<file path="src/rtl/branch_resolver.sv">
// -----------------------------------------------------------------------------
// branch_resolver
//
// Resolves LEGv8 branch decisions (B, CBZ, CBNZ, B.cond) for the 64-bit core.
// Holds the architectural NZCV flags register, written from ALU results, and
// returns a registered taken/target result to fetch behind a valid/ready
// handshake. One accepted branch per cycle while the consumer keeps up.
//
// Optional feature macro: BRANCH_RESOLVER_FLAG_FWD_EN
//   defined   : a B.cond accepted in the same cycle as set_flags_i evaluates
//               against the incoming flags derived from the ALU inputs.
//   undefined : B.cond always evaluates the registered flags (old value).
//
// Ports:
//   clk_i, rst_n_i         clock (rising edge), async active-low reset
//   set_flags_i            latch NZCV from the current ALU result
//   alu_result_i           ALU result (N = MSB, Z = all zero)
//   alu_carry_i            ALU carry-out (C)
//   alu_overflow_i         ALU signed overflow (V)
//   br_valid_i/br_ready_o  branch request handshake
//   br_type_i              00 B, 01 CBZ, 10 CBNZ, 11 B.cond
//   cond_i                 B.cond condition code
//   operand_i              CBZ/CBNZ register operand
//   pc_i, offset_i         branch PC and pre-scaled, sign-extended offset
//   flush_i                drop the held result, block accepts this cycle
//   res_valid_o/res_ready_i result handshake
//   taken_o, target_o      registered decision and pc_i + offset_i
//   flags_o                {N,Z,C,V} register
//
// Output register states:
//   state | meaning
//   EMPTY | no result held, res_valid_o = 0
//   FULL  | result held, taken_o/target_o stable until consumed or flushed
// -----------------------------------------------------------------------------
module branch_resolver #(
  parameter int REGISTER_LENGTH = 64,
  parameter int ADDR_LENGTH     = 64
) (
  input  logic                       clk_i,
  input  logic                       rst_n_i,
  input  logic                       set_flags_i,
  input  logic [REGISTER_LENGTH-1:0] alu_result_i,
  input  logic                       alu_carry_i,
  input  logic                       alu_overflow_i,
  input  logic                       br_valid_i,
  output logic                       br_ready_o,
  input  logic [1:0]                 br_type_i,
  input  logic [3:0]                 cond_i,
  input  logic [REGISTER_LENGTH-1:0] operand_i,
  input  logic [ADDR_LENGTH-1:0]     pc_i,
  input  logic [ADDR_LENGTH-1:0]     offset_i,
  input  logic                       flush_i,
  output logic                       res_valid_o,
  input  logic                       res_ready_i,
  output logic                       taken_o,
  output logic [ADDR_LENGTH-1:0]     target_o,
  output logic [3:0]                 flags_o
);

  typedef enum logic {
    EMPTY = 1'b0,
    FULL  = 1'b1
  } state_t;

  localparam logic [1:0] TYPE_B     = 2'b00;
  localparam logic [1:0] TYPE_CBZ   = 2'b01;
  localparam logic [1:0] TYPE_CBNZ  = 2'b10;
  localparam logic [1:0] TYPE_BCOND = 2'b11;

  state_t                  state_q, state_d;
  logic [3:0]              flags_q;
  logic [3:0]              flags_new;
  logic [3:0]              flags_eval;
  logic                    taken_q;
  logic [ADDR_LENGTH-1:0]  target_q;
  logic                    accept;
  logic                    taken_d;
  logic                    operand_zero;

  // Condition codes pair up: odd codes invert the even code below them,
  // except 1110/1111 which are both "always".
  function automatic logic cond_holds(input logic [3:0] cond, input logic [3:0] f);
    logic n, z, c, v, base;
    n = f[3];
    z = f[2];
    c = f[1];
    v = f[0];
    case (cond[3:1])
      3'd0:    base = z;
      3'd1:    base = c;
      3'd2:    base = n;
      3'd3:    base = v;
      3'd4:    base = c & ~z;
      3'd5:    base = (n == v);
      3'd6:    base = ~z & (n == v);
      default: base = 1'b1;
    endcase
    cond_holds = (cond[3:1] == 3'd7) ? 1'b1 : (base ^ cond[0]);
  endfunction

  assign flags_new = {alu_result_i[REGISTER_LENGTH-1],
                      (alu_result_i == '0),
                      alu_carry_i,
                      alu_overflow_i};

`ifdef BRANCH_RESOLVER_FLAG_FWD_EN
  assign flags_eval = set_flags_i ? flags_new : flags_q;
`else
  assign flags_eval = flags_q;
`endif

  assign operand_zero = (operand_i == '0);

  always_comb begin
    taken_d = 1'b0;
    case (br_type_i)
      TYPE_B:     taken_d = 1'b1;
      TYPE_CBZ:   taken_d = operand_zero;
      TYPE_CBNZ:  taken_d = ~operand_zero;
      TYPE_BCOND: taken_d = cond_holds(cond_i, flags_eval);
      default:    taken_d = 1'b0;
    endcase
  end

  // Next-state and handshake. Flush wins over everything and also closes
  // the request port so a branch presented during a flush is not lost
  // silently inside the resolver.
  always_comb begin
    state_d    = state_q;
    br_ready_o = 1'b0;
    accept     = 1'b0;
    if (flush_i) begin
      state_d = EMPTY;
    end else begin
      br_ready_o = (state_q == EMPTY) || res_ready_i;
      accept     = br_valid_i && br_ready_o;
      if (accept) begin
        state_d = FULL;
      end else if ((state_q == FULL) && res_ready_i) begin
        state_d = EMPTY;
      end
    end
  end

  always_ff @(posedge clk_i or negedge rst_n_i) begin
    if (!rst_n_i) begin
      state_q <= EMPTY;
    end else begin
      state_q <= state_d;
    end
  end

  always_ff @(posedge clk_i or negedge rst_n_i) begin
    if (!rst_n_i) begin
      taken_q  <= 1'b0;
      target_q <= '0;
    end else if (accept) begin
      taken_q  <= taken_d;
      target_q <= pc_i + offset_i;
    end
  end

  always_ff @(posedge clk_i or negedge rst_n_i) begin
    if (!rst_n_i) begin
      flags_q <= 4'b0000;
    end else if (set_flags_i) begin
      flags_q <= flags_new;
    end
  end

  assign res_valid_o = (state_q == FULL);
  assign taken_o     = taken_q;
  assign target_o    = target_q;
  assign flags_o     = flags_q;

endmodule

</file>
<file path="config.mk">
export PLATFORM = sky130hd
export DESIGN_NAME = branch_resolver
export DESIGN_NICKNAME = d
export VERILOG_FILES = /design/src/rtl/branch_resolver.sv
export SDC_FILE = /design/constraint.sdc
export NUM_CORES = 1
export LEC_CHECK = 0
export ABC_AREA = 1
export ABC_CLOCK_PERIOD_IN_PS = 1800
export BUFFER_PORTS_ARGS = -buffer_cell sky130_fd_sc_hd__buf_4
export CORE_MARGIN = 5
export CORE_UTILIZATION = 55
export CTS_BUF_LIST = sky130_fd_sc_hd__clkbuf_8 sky130_fd_sc_hd__clkbuf_16
export DETAILED_ROUTE_END_ITERATION = 10
export PLACE_DENSITY = 0.88
export RECOVER_POWER = 25
export SETUP_SLACK_MARGIN = 0.15
export SLEW_MARGIN = 20
export SYNTH_ARGS = -nofsm -noshare
export SYNTH_HDL_FRONTEND = slang
export SYNTH_SLANG_ARGS = --single-unit
</file>
<file path="constraint.sdc">
create_clock -name clk_i -period 1.8 [get_ports clk_i]
set_input_delay 0.36 -clock clk_i [delete_from_list [all_inputs] [get_ports clk_i]]
set_output_delay 0.36 -clock clk_i [all_outputs]
set_load 0.05 [all_outputs]
</file>
==> results of run 1 <==
logic make-up after synthesis:
kind of cell             share of synthesized area
AO/OA/AOI/OAI                              0.05531
adder cells (fa/ha/maj)                    0.09045
buffers and inverters                       0.1547
AND/OR/NAND/NOR                             0.4738
flip-flops                                  0.1960
multiplexers                              0.001260
XOR/XNOR                                   0.02842
cells in the mapped netlist, types with 2 or more instances:
cell type / count
a21oi_1: 47
and2_1: 2
buf_1: 2
buf_2: 4
clkbuf_1: 7
dfrtp_1: 70
ha_1: 63
inv_1: 343
inv_2: 10
nand2_1: 704
nand2_2: 21
nand3_1: 85
nand3_2: 4
nand3b_1: 6
nand4_1: 13
nor2_1: 122
nor2_2: 18
nor2_4: 3
nor3_1: 11
nor3_2: 6
nor4_1: 16
o21ai_0: 26
o21ai_1: 13
o21bai_1: 5
or2_2: 2
xnor2_1: 29
repair_timing:
action | 4_1_cts
pin swaps | 40
gates resized for setup | 152
hold endpoints to repair | 0
buffers inserted | 8
setup endpoints to repair | 45
stage by stage:
stage	worst slack, ns	TNS [ns]	util	hold slack (ns)	area [µm²]
2_1_floorplan	0.02920	0	-	0.06441	9529
3_3_place_gp	-0.3564	-11.86	0.8428	0.4078	13390
3_5_place_dp	-0.4227	-14.48	0.8428	0.4071	13390
4_1_cts	0.1269	0	0.9029	0.04158	14340
==> results.cfg, run 1 <==
[place]
port-buffer-count = 340
dpl.hpwl_um = 34690
place_inst = 2322
gp_congestion = 1.021

[floorplanning]
pin_count = 341
fp.dieW_um = 137.5
initial_core_util = 0.5625
die_height_um = 137.5
rows = 46

[synthesis]
synth_top_area_share = 0.2957
synth_nets = 1974
synth_edf_count = 0
synthArstFlopShare = 1.000
netlist_area_um2 = 8936
synth_area_per_cell_um2 = 5.449
ys.flop_type = dfrtp_1
ys_warn_count = 0
synth_largest_area_cell = nand2_1
synth_seq_cells = 70
synth_cell_types = 34
syn_inst = 1640
ys_seq_area_frac = 0.1960
synthTopCellsByArea = nand2_1 (30%), dfrtp_1 (20%), inv_1 (14%)

[timing]
postGrtWorstEndpoint = target_o[58]$_DFFE_PN0P_/D
worstEndpointType = register input

[clock_network]
cts_hold_buf = 0
cts_made_buffers = 9
root_buffer = clkbuf_16
cts.sinks = 70
cts.path.max_buffers = 2
htree_levels = 3

[run_status]
outcome = did not finish
firstError = [ERROR DPL-0038] Utilization greater than 100%, impossible to legalize
failed_stage = 5_1_grt

[grt]
grt_max_degree = 71
==> run 2: changes to the inputs <==
--- a/config.mk
+++ b/config.mk
@@ -9,12 +9,10 @@
 export ABC_CLOCK_PERIOD_IN_PS = 1800
 export BUFFER_PORTS_ARGS = -buffer_cell sky130_fd_sc_hd__buf_4
 export CORE_MARGIN = 5
-export CORE_UTILIZATION = 55
-export CTS_BUF_LIST = sky130_fd_sc_hd__clkbuf_8 sky130_fd_sc_hd__clkbuf_16
+export CORE_UTILIZATION = 40
 export DETAILED_ROUTE_END_ITERATION = 10
-export PLACE_DENSITY = 0.88
+export PLACE_DENSITY_LB_ADDON = 0.15
 export RECOVER_POWER = 25
-export SETUP_SLACK_MARGIN = 0.15
 export SLEW_MARGIN = 20
 export SYNTH_ARGS = -nofsm -noshare
 export SYNTH_HDL_FRONTEND = slang
==> run 2 against run 1 <==
Effect of this change:
- the flow now finishes, with violations (setup timing)
- synthesized area did not move
- synthesized cell count is the same
==> results.cfg, run 2 <==
[setup_path]
crit_path_end_kind = flop
ff2ff_setup_slack_ns = 0.32
critPathLaunchType = primary input
timing.rr.end = target_o[39]$_DFFE_PN0P_
path_max_fanout = 4
crit-reg2reg-launch = res_valid_o$_DFFE_PN0P_
r2r_cells = 7
worstPathRequired_ns = 2.05
cp.arrival_ns = 2.05
crit_type = primary input to flop

[clock_network]
cts.sinks = 70
cts.path.max_buffers = 2
htree_levels = 3
clkLatencyLatePin_ns = 0.36
cts_made_buffers = 9
path_clk_slew_ns = 0.07
cts_tree = yes
root_buffer = clkbuf_16

[synthesis]
synth_area_per_cell_um2 = 5.449
synth_largest_area_cell = nand2_1
yosysMostFrequentCell = nand2_1
ys_warn_count = 0
synth_nets = 1974
ys_top_cells_by_count = nand2_1 (704), inv_1 (343), nor2_1 (122), nand3_1 (85), dfrtp_1 (70)
ys.flop_type = dfrtp_1
syn_inst = 1640
synthTopCellsByArea = nand2_1 (30%), dfrtp_1 (20%), inv_1 (14%)
netlist_area_um2 = 8936
synth_cell_types = 34
synth_edf_count = 0
synth_top_area_share = 0.2957
ys_seq_area_frac = 0.1960
synthArstFlopShare = 1.000
synth_seq_cells = 70

[floorplanning]
rows = 54
pin_count = 341
fp.dieW_um = 159.5
core_um2 = 21890
dieArea_um2 = 25430
die_height_um = 159.5
initial_core_util = 0.4082

[power]
finalPower_w = 0.009776
ir_drop_mv = 0.5863
cellLeakagePower_nw = 8.309
pwr_density_cell_nw_per_um2 = 671.0

[timing]
fin_ws_ns = -0.002895
setup_viol = 1
fin_tns_setup_ns = -0.002895
finalCritPeriodShare = 1.002
fin_skew_ns = 0.005821
rsz0062_at_grt = yes
report.final.slew_viol_count = 0
final-hold-violation-count = 0
tightest_slew_ns = 0.6991
layout_min_cycle_time_ns = 1.803
hold_slack_ns = 0.1874
fmax_mhz = 554.7
slew_headroom = 0.5339

[place]
gp_congestion = 1.066
dpl.hpwl_um = 35120
placed_cell_area_um2 = 13070
port-buffer-count = 340
dp_slack_ns = -0.4655

[final_layout]
insertedDiodeCount = 0
final_common_cell = nand2_1
mostFrequentLayoutCells = nand2_1 (629), buf_4 (492), inv_1 (337), nand2_2 (84), nor2_1 (77)
nets = 2473
syn2layout_area_growth_pct = 63.05
fin_area_um2 = 14570
largest_reg_flops = 64
drive_above_1_share = 0.3731

[route]
vias_per_cell = 4.963
wirelength_um = 42530
post_drt_wl_per_cell_um = 17.55
ant_nets = 0
drt_iter0_markers = 963
vias = 12030
drcViolationCount = 0
firstDrtPassIters = 6

[grt]
grt_pass1_vias = 11460
grt_overflow = 0
grt_usage = 0.3064
grt_pass1_wl_um = 62080
antenna_found_initial = 0
grt_max_degree = 43

[run_status]
outcome = finished with violations
violations = setup timing

[hold_path]
hold_class = primary input to flop
min_from = flush_i
min_to = res_valid_o$_DFFE_PN0P_
whs_path_depth = 2

[run]
cap_violations = 0
## run 2: cell counts after synthesis
Identical to the previous run, type by type.
## run 2: area by class of cell
cell class / instances / area (µm²)
repair buffers: 501 / 3802
clock buffers: 9 / 225.2
inverters: 354 / 1329
flip-flops and latches: 70 / 1753
well taps: 280 / 350.3
clock inverters: 7 / 80.08
fillers: 1968 / 7321
multi-input cells: 1203 / 7030
## run 2: worst max-delay path: stages
cell and delay (ns):
buf_4 0.12, ha_4 0.16, fa_2 0.36, buf_4 0.15, nand3_2 0.07, nand3_4 0.09
nand3_2 0.10, nand3_4 0.09, nand2_2 0.10, nand2_4 0.08, or2_4 0.23, nand3_2 0.06
nand2_1 0.05
## run 2: report_power, final
part | internal (W) | leakage, nW | switching, W
logic | 0.00219 | 7.31 | 0.00347
registers | 0.00190 | 0.861 | 0.000262
clock network | 0.00109 | 0.143 | 0.000867
total | 0.00518 | 8.31 | 0.00460
## run 2: how the worst max path moves through the flow
stage            startpoint                       end  slack (ns)
5_1_grt         offset_i[0]  target_o[20]$_DFFE_PN0P_       -0.07
3_5_place_dp   offset_i[22]  target_o[55]$_DFFE_PN0P_       -0.47
4_1_cts         offset_i[7]  target_o[55]$_DFFE_PN0P_      0.0004
2_1_floorplan       pc_i[0]  target_o[20]$_DFFE_PN0P_        0.03
3_3_place_gp       pc_i[22]  target_o[55]$_DFFE_PN0P_       -0.45
6_report            pc_i[0]  target_o[20]$_DFFE_PN0P_      -0.003
## run 2: layer usage
layer	track usage	vias up	wire [µm]
met4	0.1082	0	1776
met3	0.04711	105	2692
met5	0	-	0
li1	-	5936	-
met1	0.3637	5481	16530
met2	0.5579	509	21530
## run 2: repair_timing
item | 4_1_cts | 5_1_grt
setup buffers | 1 | 3
pin swaps | 5 | 38
hold buffers | 1 | 0
gates resized for setup | 25 | 245
setup endpoints to repair | 22 | 46
hold endpoints to repair | 19 | 0
## run 2: metrics by stage
stage	cells	util
after floorplan	1640	-
after global placement	2403	0.5969
after detailed placement	2403	0.5969
after CTS	2421	0.6161
after global routing	2424	0.6656
final	2424	0.6656
## run 2: logic make-up after synthesis
| group | Yosys count | synth area share |
|---|---|---|
| AOI/OAI and AO/OA | 94 | 0.05531 |
| and+or+nand+nor | 1015 | 0.4738 |
| xor gates and xnor gates | 29 | 0.02842 |
| buffers and inverters | 367 | 0.1547 |
| muxes | 1 | 0.001260 |
| DFF | 70 | 0.1960 |
| adders and majority gates | 64 | 0.09045 |
Power figures use the tool's default switching activity.
